`config.mk`:
```
export PLATFORM = sky130hd
export DESIGN_NAME = sgpio_initiator_flat
export DESIGN_NICKNAME = d
export VERILOG_FILES = /design/src/rtl/sgpio_initiator_pkg.sv /design/src/rtl/sgpio_initiator_if.sv /design/src/rtl/sgpio_initiator_clk_gen.sv /design/src/rtl/sgpio_initiator.sv /design/src/flat_wrapper.sv
export SDC_FILE = /design/constraint.sdc
export NUM_CORES = 1
export LEC_CHECK = 0
export ABC_CLOCK_PERIOD_IN_PS = 6910
export CORE_MARGIN = 2
export CORE_UTILIZATION = 50
export CTS_CLUSTER_DIAMETER = 100
export DETAILED_ROUTE_END_ITERATION = 10
export PLACE_DENSITY = 0.76
export SLEW_MARGIN = 20
export SYNTH_ARGS = -nofsm -noshare
export SYNTH_HDL_FRONTEND = slang
export SYNTH_SLANG_ARGS = --single-unit
```
`constraint.sdc`:
```
create_clock -name SYSCLK -period 6.91 [get_ports SYSCLK]
set_input_delay 1.7275 -clock SYSCLK [delete_from_list [all_inputs] [get_ports SYSCLK]]
set_output_delay 1.7275 -clock SYSCLK [all_outputs]
set_load 0.005 [all_outputs]
```
`src/rtl/sgpio_initiator_pkg.sv`:
```
// sgpio_initiator_pkg: shared SGPIO frame constants and initiator FSM state type
package sgpio_initiator_pkg;
    localparam int SGPIO_BITS_PER_DRV = 3;
    localparam int OFS_ACT = 0;
    localparam int OFS_LOC = 1;
    localparam int OFS_FAIL = 2;
    localparam int SGPIO_VENDOR_BITS = 4;
    typedef enum logic {IDLE, RUN} state_t;
endpackage

```
`src/rtl/sgpio_initiator_if.sv`:
```
// sgpio_initiator_if: drive-status inputs, SGPIO pins and received-frame outputs of the initiator
interface sgpio_initiator_if #(parameter int NUM_DRV = 36);
    import sgpio_initiator_pkg::*;
    logic EN;
    logic [NUM_DRV-1:0] ACT, LOC, FAIL;
    logic SCLK_O, SLOAD_O, SDOUT_O, SDIN_I;
    logic [SGPIO_BITS_PER_DRV*NUM_DRV-1:0] IN_DATA;
    logic IN_VALID, FRAME_ST;
    modport master(input EN, ACT, LOC, FAIL, SDIN_I,
                   output SCLK_O, SLOAD_O, SDOUT_O, IN_DATA, IN_VALID, FRAME_ST);
    modport slave(output EN, ACT, LOC, FAIL, SDIN_I,
                  input SCLK_O, SLOAD_O, SDOUT_O, IN_DATA, IN_VALID, FRAME_ST);
endinterface

```
`src/rtl/sgpio_initiator_clk_gen.sv`:
```
// sgpio_initiator_clk_gen: SCLK half-period counter with fall/sample strobes, parked high while idle
module sgpio_initiator_clk_gen #(
    parameter int CLK_DIV = 125
) (
    input  logic clk,
    input  logic rst,
    input  logic idle,
    input  logic start,
    input  logic stop,
    output logic sclk_o,
    output logic fall_tick,
    output logic sample_tick
);
    localparam int CW = $clog2(CLK_DIV);
    logic [CW-1:0] cnt;
    logic last, rise_tick;
    assign last = cnt == CW'(CLK_DIV - 1);
    assign rise_tick = !idle && !sclk_o && last;
    assign sample_tick = !idle && sclk_o && last;
    // a stop at the end of the high phase leaves SCLK high instead of falling
    assign fall_tick = start || (sample_tick && !stop);
    always_ff @(posedge clk) begin
        if (rst || (idle && !start)) begin
            cnt <= '0;
            sclk_o <= 1'b1;
        end else begin
            cnt <= (fall_tick || rise_tick || sample_tick) ? '0 : cnt + 1'b1;
            sclk_o <= !fall_tick && (rise_tick || sclk_o);
        end
    end
endmodule

```
`src/rtl/sgpio_initiator.sv`:
```
// sgpio_initiator: serialises per-drive ACT/LOC/FAIL onto SGPIO and deserialises the returning SDIN frame
module sgpio_initiator
    import sgpio_initiator_pkg::*;
#(
    parameter int NUM_DRV = 36,
    parameter int CLK_DIV = 125,
    parameter logic [SGPIO_VENDOR_BITS-1:0] VENDOR_L = '0
) (
    input logic SYSCLK,
    input logic RESET,
    sgpio_initiator_if.master bus
);
    localparam int F = SGPIO_BITS_PER_DRV * NUM_DRV;
    localparam int BW = $clog2(F);
    localparam logic [F-1:0] SLOAD_PAT = F'({VENDOR_L, 1'b1});
    state_t state, state_nx;
    logic [BW-1:0] bitc, bit_nx;
    logic [F-1:0] live, shadow, rx;
    logic [1:0] sync;
    logic start, last_bit, stop, fall_tick, sample_tick, new_frame;
    for (genvar i = 0; i < NUM_DRV; i++) begin : g_map
        assign live[SGPIO_BITS_PER_DRV*i+OFS_ACT] = bus.ACT[i];
        assign live[SGPIO_BITS_PER_DRV*i+OFS_LOC] = bus.LOC[i];
        assign live[SGPIO_BITS_PER_DRV*i+OFS_FAIL] = bus.FAIL[i];
    end
    assign start = state == IDLE && bus.EN;
    assign last_bit = bitc == BW'(F - 1);
    assign stop = last_bit && !bus.EN;
    assign new_frame = fall_tick && (state == IDLE || last_bit);
    sgpio_initiator_clk_gen #(.CLK_DIV(CLK_DIV)) u_clk_gen (
        .clk(SYSCLK),
        .rst(RESET),
        .idle(state == IDLE),
        .start(start),
        .stop(stop),
        .sclk_o(bus.SCLK_O),
        .fall_tick(fall_tick),
        .sample_tick(sample_tick)
    );
    always_comb begin
        state_nx = start ? RUN : (sample_tick && stop) ? IDLE : state;
        bit_nx = new_frame ? '0 : bitc + 1'b1;
    end
    always_ff @(posedge SYSCLK) begin
        if (RESET) state <= IDLE;
        else state <= state_nx;
    end
    always_ff @(posedge SYSCLK) begin
        if (RESET) begin
            bitc <= '0;
            shadow <= '0;
            rx <= '0;
            sync <= '0;
            bus.SLOAD_O <= 1'b0;
            bus.SDOUT_O <= 1'b0;
            bus.IN_DATA <= '0;
            bus.IN_VALID <= 1'b0;
            bus.FRAME_ST <= 1'b0;
        end else begin
            sync <= {sync[0], bus.SDIN_I};
            bus.FRAME_ST <= new_frame;
            bus.IN_VALID <= sample_tick && last_bit;
            if (new_frame) shadow <= live;
            // the shadow loads on this same edge, so bit 0 of a new frame comes from the live inputs
            if (fall_tick) begin
                bitc <= bit_nx;
                bus.SDOUT_O <= new_frame ? live[0] : shadow[bit_nx];
                bus.SLOAD_O <= SLOAD_PAT[bit_nx];
            end else if (sample_tick && stop) begin
                bitc <= '0;
                bus.SDOUT_O <= 1'b0;
                bus.SLOAD_O <= 1'b0;
            end
            if (sample_tick) rx[bitc] <= sync[1];
            if (sample_tick && last_bit) bus.IN_DATA <= {sync[1], rx[F-2:0]};
        end
    end
endmodule

```
`src/flat_wrapper.sv`:
```
// flat-port wrapper written by rule: the top's interface ports become plain ports
module sgpio_initiator_flat import sgpio_initiator_pkg::*;
#(
    parameter int NUM_DRV = 36,
    parameter int CLK_DIV = 125,
    parameter logic [SGPIO_VENDOR_BITS-1:0] VENDOR_L = '0
)
  (SYSCLK, RESET, bus_EN, bus_ACT, bus_LOC, bus_FAIL, bus_SDIN_I, bus_SCLK_O, bus_SLOAD_O, bus_SDOUT_O, bus_IN_DATA, bus_IN_VALID, bus_FRAME_ST);
  sgpio_initiator_if #(.NUM_DRV(NUM_DRV)) bus_i ();
  input logic SYSCLK;
  input logic RESET;
  input wire logic [$bits(bus_i.EN)-1:0] bus_EN;
  input wire logic [$bits(bus_i.ACT)-1:0] bus_ACT;
  input wire logic [$bits(bus_i.LOC)-1:0] bus_LOC;
  input wire logic [$bits(bus_i.FAIL)-1:0] bus_FAIL;
  input wire logic [$bits(bus_i.SDIN_I)-1:0] bus_SDIN_I;
  output wire logic [$bits(bus_i.SCLK_O)-1:0] bus_SCLK_O;
  output wire logic [$bits(bus_i.SLOAD_O)-1:0] bus_SLOAD_O;
  output wire logic [$bits(bus_i.SDOUT_O)-1:0] bus_SDOUT_O;
  output wire logic [$bits(bus_i.IN_DATA)-1:0] bus_IN_DATA;
  output wire logic [$bits(bus_i.IN_VALID)-1:0] bus_IN_VALID;
  output wire logic [$bits(bus_i.FRAME_ST)-1:0] bus_FRAME_ST;
  assign bus_i.EN = bus_EN;
  assign bus_i.ACT = bus_ACT;
  assign bus_i.LOC = bus_LOC;
  assign bus_i.FAIL = bus_FAIL;
  assign bus_i.SDIN_I = bus_SDIN_I;
  assign bus_SCLK_O = bus_i.SCLK_O;
  assign bus_SLOAD_O = bus_i.SLOAD_O;
  assign bus_SDOUT_O = bus_i.SDOUT_O;
  assign bus_IN_DATA = bus_i.IN_DATA;
  assign bus_IN_VALID = bus_i.IN_VALID;
  assign bus_FRAME_ST = bus_i.FRAME_ST;
  sgpio_initiator #(.NUM_DRV(NUM_DRV), .CLK_DIV(CLK_DIV), .VENDOR_L(VENDOR_L)) u_core (.SYSCLK(SYSCLK), .RESET(RESET), .bus(bus_i));
endmodule
```
### Yosys cells after proc, flatten, opt, wreduce, memory -nomap -nowiden

Memory sizes are Yosys's and may differ from the RTL's.
Cells that the tools add are included.

| storage, ports and cells | value |
|---|---|
| bits in writable memories | 0 |
| bits in read-only memories | 128 |
| bits in registers | 346 |
| input port bits | 112 |
| output and inout bits | 113 |
| bits in latches | 0 |
| memories kept | 1 |
| logic and storage cells | 62 |

Memory list:

| memory | words | bits a word | read ports | clocked after memory_dff | wr ports | RTL line | text |
|---|---|---|---|---|---|---|---|
| (no name shown) | 128 | 1 | 1 | 0 | 0 | sgpio_initiator.sv:68 | `bus.SLOAD_O <= SLOAD_PAT[bit_nx];` |

| operators by class | value |
|---|---|
| equality and inequality tests | 2 |
| shifts and indexed selects | 0 |
| add/sub/neg operators | 2 |
| bitwise logic cells | 1 |
| div/mod/pow operators | 0 |
| multiplexer cells | 14 |
| magnitude comparators | 3 |
| multipliers | 0 |
| reduce and logical (&&, ||, !) cells | 27 |

Operator list:

| kind | count |
|---|---|
| bitwise mux 108 bit | 1 |
| 2-to-1 mux 7 bit | 3 |
| < comparator 7 x 8 -> 1 bit, second input constant | 2 |
| adder 7 x 1 -> 7 bit, second input constant | 2 |
| == test 7 bit, second input constant | 2 |
| logical AND 1 bit | 13 |
| 2-to-1 mux 1 bit | 8 |
| binary-select mux 1 bit (select 7 bit) | 1 |
| demux 1 bit (select 7 bit) | 1 |
| greater-or-equal comparator 7 x 1 -> 1 bit, second input constant | 1 |
| logical OR 1 bit | 6 |
| zero test 1 bit | 5 |
| nonzero test 2 bit | 2 |
| OR reduction 2 bit | 1 |
| inverter 1 bit | 1 |

### Logic depth before layout (Yosys ltp)

| depth | value |
|---|---|
| depth after elaboration | 11 |
| mapped depth | 12 |
| depth with buffers taken out | 9 |

### By module

Synthesis repeated with hierarchy kept, for this count alone.

| second synthesis, totals | value |
|---|---|
| cell total of the unflattened synthesis | 1770 |
| area total of the unflattened synthesis | 13909.6 µm² |

By module, submodules not included:

| module | seq. area each (µm²) | cells an instance | instances | area each (µm²) |
|---|---|---|---|---|
| sgpio_initiator | 6746.5 | 1727 | 1 | 13521.7 |
| sgpio_initiator_clk_gen | 160.2 | 43 | 1 | 387.9 |

### Least setup slack after synthesis

Ideal clock, no wire load.

| timing path | value |
|---|---|
| path kind | in2reg |
| start point | input port bus_EN |
| end point | register u_core.bus.SDOUT_O |
| required time | 6851 ps |
| data arrival time | 3432 ps |
| path buffers | 1 |
| setup time | 59 ps |
| path slack | 3419 ps |
| cell stages on the path | 8 |
| cells stage by stage | nor2b_1 > buf_2 > nor2_1 > nand2_1 > mux2i_1 > a221o_1 > a2111oi_2 > o32a_1 |

| on the way | value |
|---|---|
| cells in the longest elaborated chain, start to end | 11 |
| elaborated cells between the ends (all ways) | 14 |
| those cells by class | mux (5); reduce/logical (9) |

Ends and longest elaborated chain:

| what | RTL line | text |
|---|---|---|
| start, declared | flat_wrapper.sv:12 | `input wire logic [$bits(bus_i.EN)-1:0] bus_EN;` |
| zero test 1 bit | sgpio_initiator.sv:28 | `assign stop = last_bit && !bus.EN;` |
| logical AND 1 bit | sgpio_initiator.sv:28 |  |
| zero test 1 bit | sgpio_initiator_clk_gen.sv:21 | `assign fall_tick = start \|\| (sample_tick && !stop);` |
| logical AND 1 bit | sgpio_initiator_clk_gen.sv:21 |  |
| logical OR 1 bit | sgpio_initiator_clk_gen.sv:21 |  |
| logical AND 1 bit | sgpio_initiator.sv:29 | `assign new_frame = fall_tick && (state == IDLE \|\| last_bit);` |
| 2-to-1 mux 7 bit | sgpio_initiator.sv:42 | `bit_nx = new_frame ? '0 : bitc + 1'b1;` |
| binary-select mux 1 bit (select 7 bit) | sgpio_initiator.sv:67 | `bus.SDOUT_O <= new_frame ? live[0] : shadow[bit_nx];` |
| 2-to-1 mux 1 bit (implied by the code) | sgpio_initiator.sv:67 |  |
| 2-to-1 mux 1 bit | sgpio_initiator.sv:67 |  |
| 2-to-1 mux 1 bit | sgpio_initiator.sv:65 | `if (fall_tick) begin` |
| end signal, assigned | sgpio_initiator.sv:67 |  |
| end, declared | sgpio_initiator_if.sv:10 | `output SCLK_O, SLOAD_O, SDOUT_O, IN_DATA, IN_VALID, FRAME_ST);` |

Parallel ways exist; a longest one is shown, timed or not. The select of a mux whose other input is x is not followed.
A chain may end at the register's enable or synchronous reset.

### Worst setup path in the final report

Same ends and word-level chain as after synthesis.

==> impl_results.md <==
- Inserted Diodes: 0
- Top sig layer: met4
- Most common cell after layout, fill and taps aside: nand2_1
- Post-synth EDFFs: 0
- Int Power: 3.37 mW
- RSZ-0062 raised after global routing: false
- Combinational power share: 6.2%
- Worst slew pin tran: 1.16 ns
- Syn-to-layout area delta: 25.7%
- Tmin final: 4.25 ns
- Sequential Power Share: 47.4%
- Met2 routed WL: 18.9 mm
- CTS Buf Count: 36
- TritonCTS clock tree: built
- Setup CP Type: input pin to flip-flop
- Die Span Y: 171 um
- GRT Total Usage: 26.2%
- H-tree depth: 2
- Register area share after synthesis: 49.6%
- DP HPWL: 25.2 mm
- # Post-CTS Setup Buffers: 0
- Wire length per cell: 16.7 um
- Leak Pwr: 5.74 nW
- Clock power frac: 46.3%
- Share of flip-flops with an asynchronous set or reset: 0%
- Die width: 171 um
- Final setup TNS: 0 ns
- Fill count: 2,408
- Layout cells sized above 1: 4.86%
- Clk pin slew, worst setup/hold paths: 0.06 ns
- Cts repair resizes: 0
- Layout net count: 2,065
- Clock latency on the worst-skew pair: 0.53 ns
- Placed insts: 2,289
- DR WL met3: 2.40 mm
- Cells after Synth: 1,823
- Post-CTS Hold Buffers: 0
- Worst VDD drop: 200 uV
- Max-cap viol count: 0
- Final worst-path cycle share: 61.5%
- WL final: 39.3 mm
- CP required: 7.36 ns
- Worst Setup End Kind: flip-flop
- Commonest non-fill, non-tap cells in the layout: nand2_1 (562), dfxtp_1 (343), a21oi_1 (336), clkdlybuf4s50_1 (223), nand3_1 (123)
- Initial drt markers: 1,490
- Most used DFF post-synth: dfxtp_1
- NetSw: 0.967 mW
- Grt ovf: 0
- Post-Layout Cell Count: 2,354
- Syn Area/Cell: 7.64 sq um
- PortBufs: 224
- Switching share of power: 22.3%
- Total number of vias: 13,100
- CP Data Arrival Time: 4.70 ns
- Post-DR vias/cell: 5.57
- Hold WC Path Type: flip-flop to flip-flop
- Total power draw: 4.34 mW
- Slew margin rel.: 22.0%
- First-pass GRT wire length: 62.1 mm
- Synthesized flop and latch total: 345
- Slew Limit Fails: 0
- Die ar.: 29,200 sq um
- Largest net degree at the start of global routing: 176
- Power per Cell Area: 248 nW/um^2
- Root Driver: clkbuf_16
- Row count: 61
- Post-Synthesis Cell Area: 13,900 sq um
- First-pass detailed-route iteration total: 6
- DRC: 0
- Initial Util: 50.4%
- Worst setup margin: 2.66 ns
- Post-DP Area: 16,200 sq um
- Initial antenna violation count: 1
- Io pins: 225
- Count of cell types in the netlist: 58
- ANT nets after route: 0
- Synthesis warning total: 0
- Hold_ws: 0.432 ns
- Setup Skew: 0.0306 ns
- Final hold violations: 0
- Pre-CTS WS: 2.16 ns
- CP Launch Type: input pin
- Syn Nets: 1,938
- Critical path fanouts, max: 41
- Status: complete, no violations
- GP Congestion: 0.969
- WL met1: 17.2 mm
- Fmax: 235 MHz
- Number of global-route vias before repair: 12,000
- Core Box Area: 27,600 sq um
- Layout Utilization: 63.4%
- Finish-stage setup viols: 0
- Longest Clk Path Bufs: 3
- Clock Sinks: 345
- Post-Layout Inst Area: 17,500 sq um
registers in the layout, summed over array words and instances, names as in the netlist:
signal and cells:
u_core.bitc 7, u_core.bus.IN_DATA 108, u_core.u_clk_gen.sclk_o 1, u_core.state 1
u_core.bus.FRAME_ST 1, u_core.sync 2, u_core.rx 107, u_core.u_clk_gen.cnt 7
u_core.bus.IN_VALID 1, u_core.bus.SLOAD_O 1, u_core.bus.SDOUT_O 1, u_core.shadow 108
cells by family (layout without fill, tap and decap cells):
kind of cell	after synthesis	in the layout	share of synthesized area (%)
DFF	345	345	49.6
buffers and inverters	155	308	4.53
AOI/OAI and AO/OA	469	469	18.1
xor gates and xnor gates	13	13	0.872
adders and majority gates	3	3	0.270
and+or+nand+nor	814	814	24.4
muxes	24	24	2.19
per-layer routing:
layer  vias to the layer above  global-route usage, %
met5                         -                      0
met4                         0                   6.89
met3                        58                   3.70
met2                       468                   44.6
met1                      6158                   35.0
li1                       6418                      -
path summary, 6_finish.rpt:
path / start / to / slack (ns) / depth (start not counted)
worst max register to register: u_core.bitc[0] / u_core.bus.SDOUT_O / 3.06 / 10
worst min-delay path: u_core.rx[41] / u_core.bus.IN_DATA[41] / 0.43 / 2
worst min register to register: u_core.rx[41] / u_core.bus.IN_DATA[41] / 0.43 / 2
worst max-delay path: bus_EN / u_core.bus.SDOUT_O / 2.66 / 10
power groups by stage:
stage	sequential, mW	clock, mW	combinational, mW
after floorplan	2.09	0	0.164
after CTS	2.06	2.04	0.269
after global placement	2.10	0	0.266
final	2.06	2.01	0.270
after global routing	2.06	2.11	0.296
after detailed placement	2.10	0	0.268
critical path, cell delays in order:
cell	delay, ns
clkdlybuf4s50_1	0.49
and3b_1	0.24
and4_1	0.20
buf_4	0.21
nor2_4	0.41
buf_4	0.46
o2111ai_1	0.16
a311o_1	0.37
a41oi_1	0.22
o32a_1	0.18
cell usage after synthesis (all sizes together), types with 3 or more instances:
cell type | number | area (sq um)
a211oi | 3 | 22.5
a21oi | 337 | 1690
a22oi | 3 | 22.5
a31oi | 13 | 87.6
a32oi | 4 | 35.0
and2 | 7 | 43.8
and3 | 13 | 81.3
buf | 39 | 195
clkbuf | 109 | 409
dfxtp | 345 | 6910
ha | 3 | 37.5
inv | 7 | 26.3
mux2i | 17 | 170
mux4 | 5 | 113
nand2 | 564 | 2120
nand2b | 6 | 37.5
nand3 | 123 | 616
nand4 | 4 | 25.0
nor2 | 55 | 214
nor2b | 8 | 50.1
nor3 | 16 | 80.1
nor4 | 7 | 56.3
o2111ai | 3 | 26.3
o211ai | 3 | 22.5
o21ai | 82 | 410
o32a | 3 | 30.0
or3 | 4 | 25.0
xnor2 | 6 | 52.6
xor2 | 7 | 68.8
area by class of cell:
| class | count | area, sq um | share of cell area (%) |
|---|---|---|---|
| Inverter | 7 | 26.3 | 0.150 |
| Sequential cell | 345 | 6910 | 39.5 |
| Multi-Input combinational cell | 1323 | 6460 | 36.9 |
| Timing Repair Buffer | 237 | 2380 | 13.6 |
| Tap cell | 378 | 473 | 2.70 |
| Clock buffer | 55 | 1110 | 6.37 |
| Clock inverter | 9 | 136 | 0.779 |
Power figures use the tool's default switching activity.
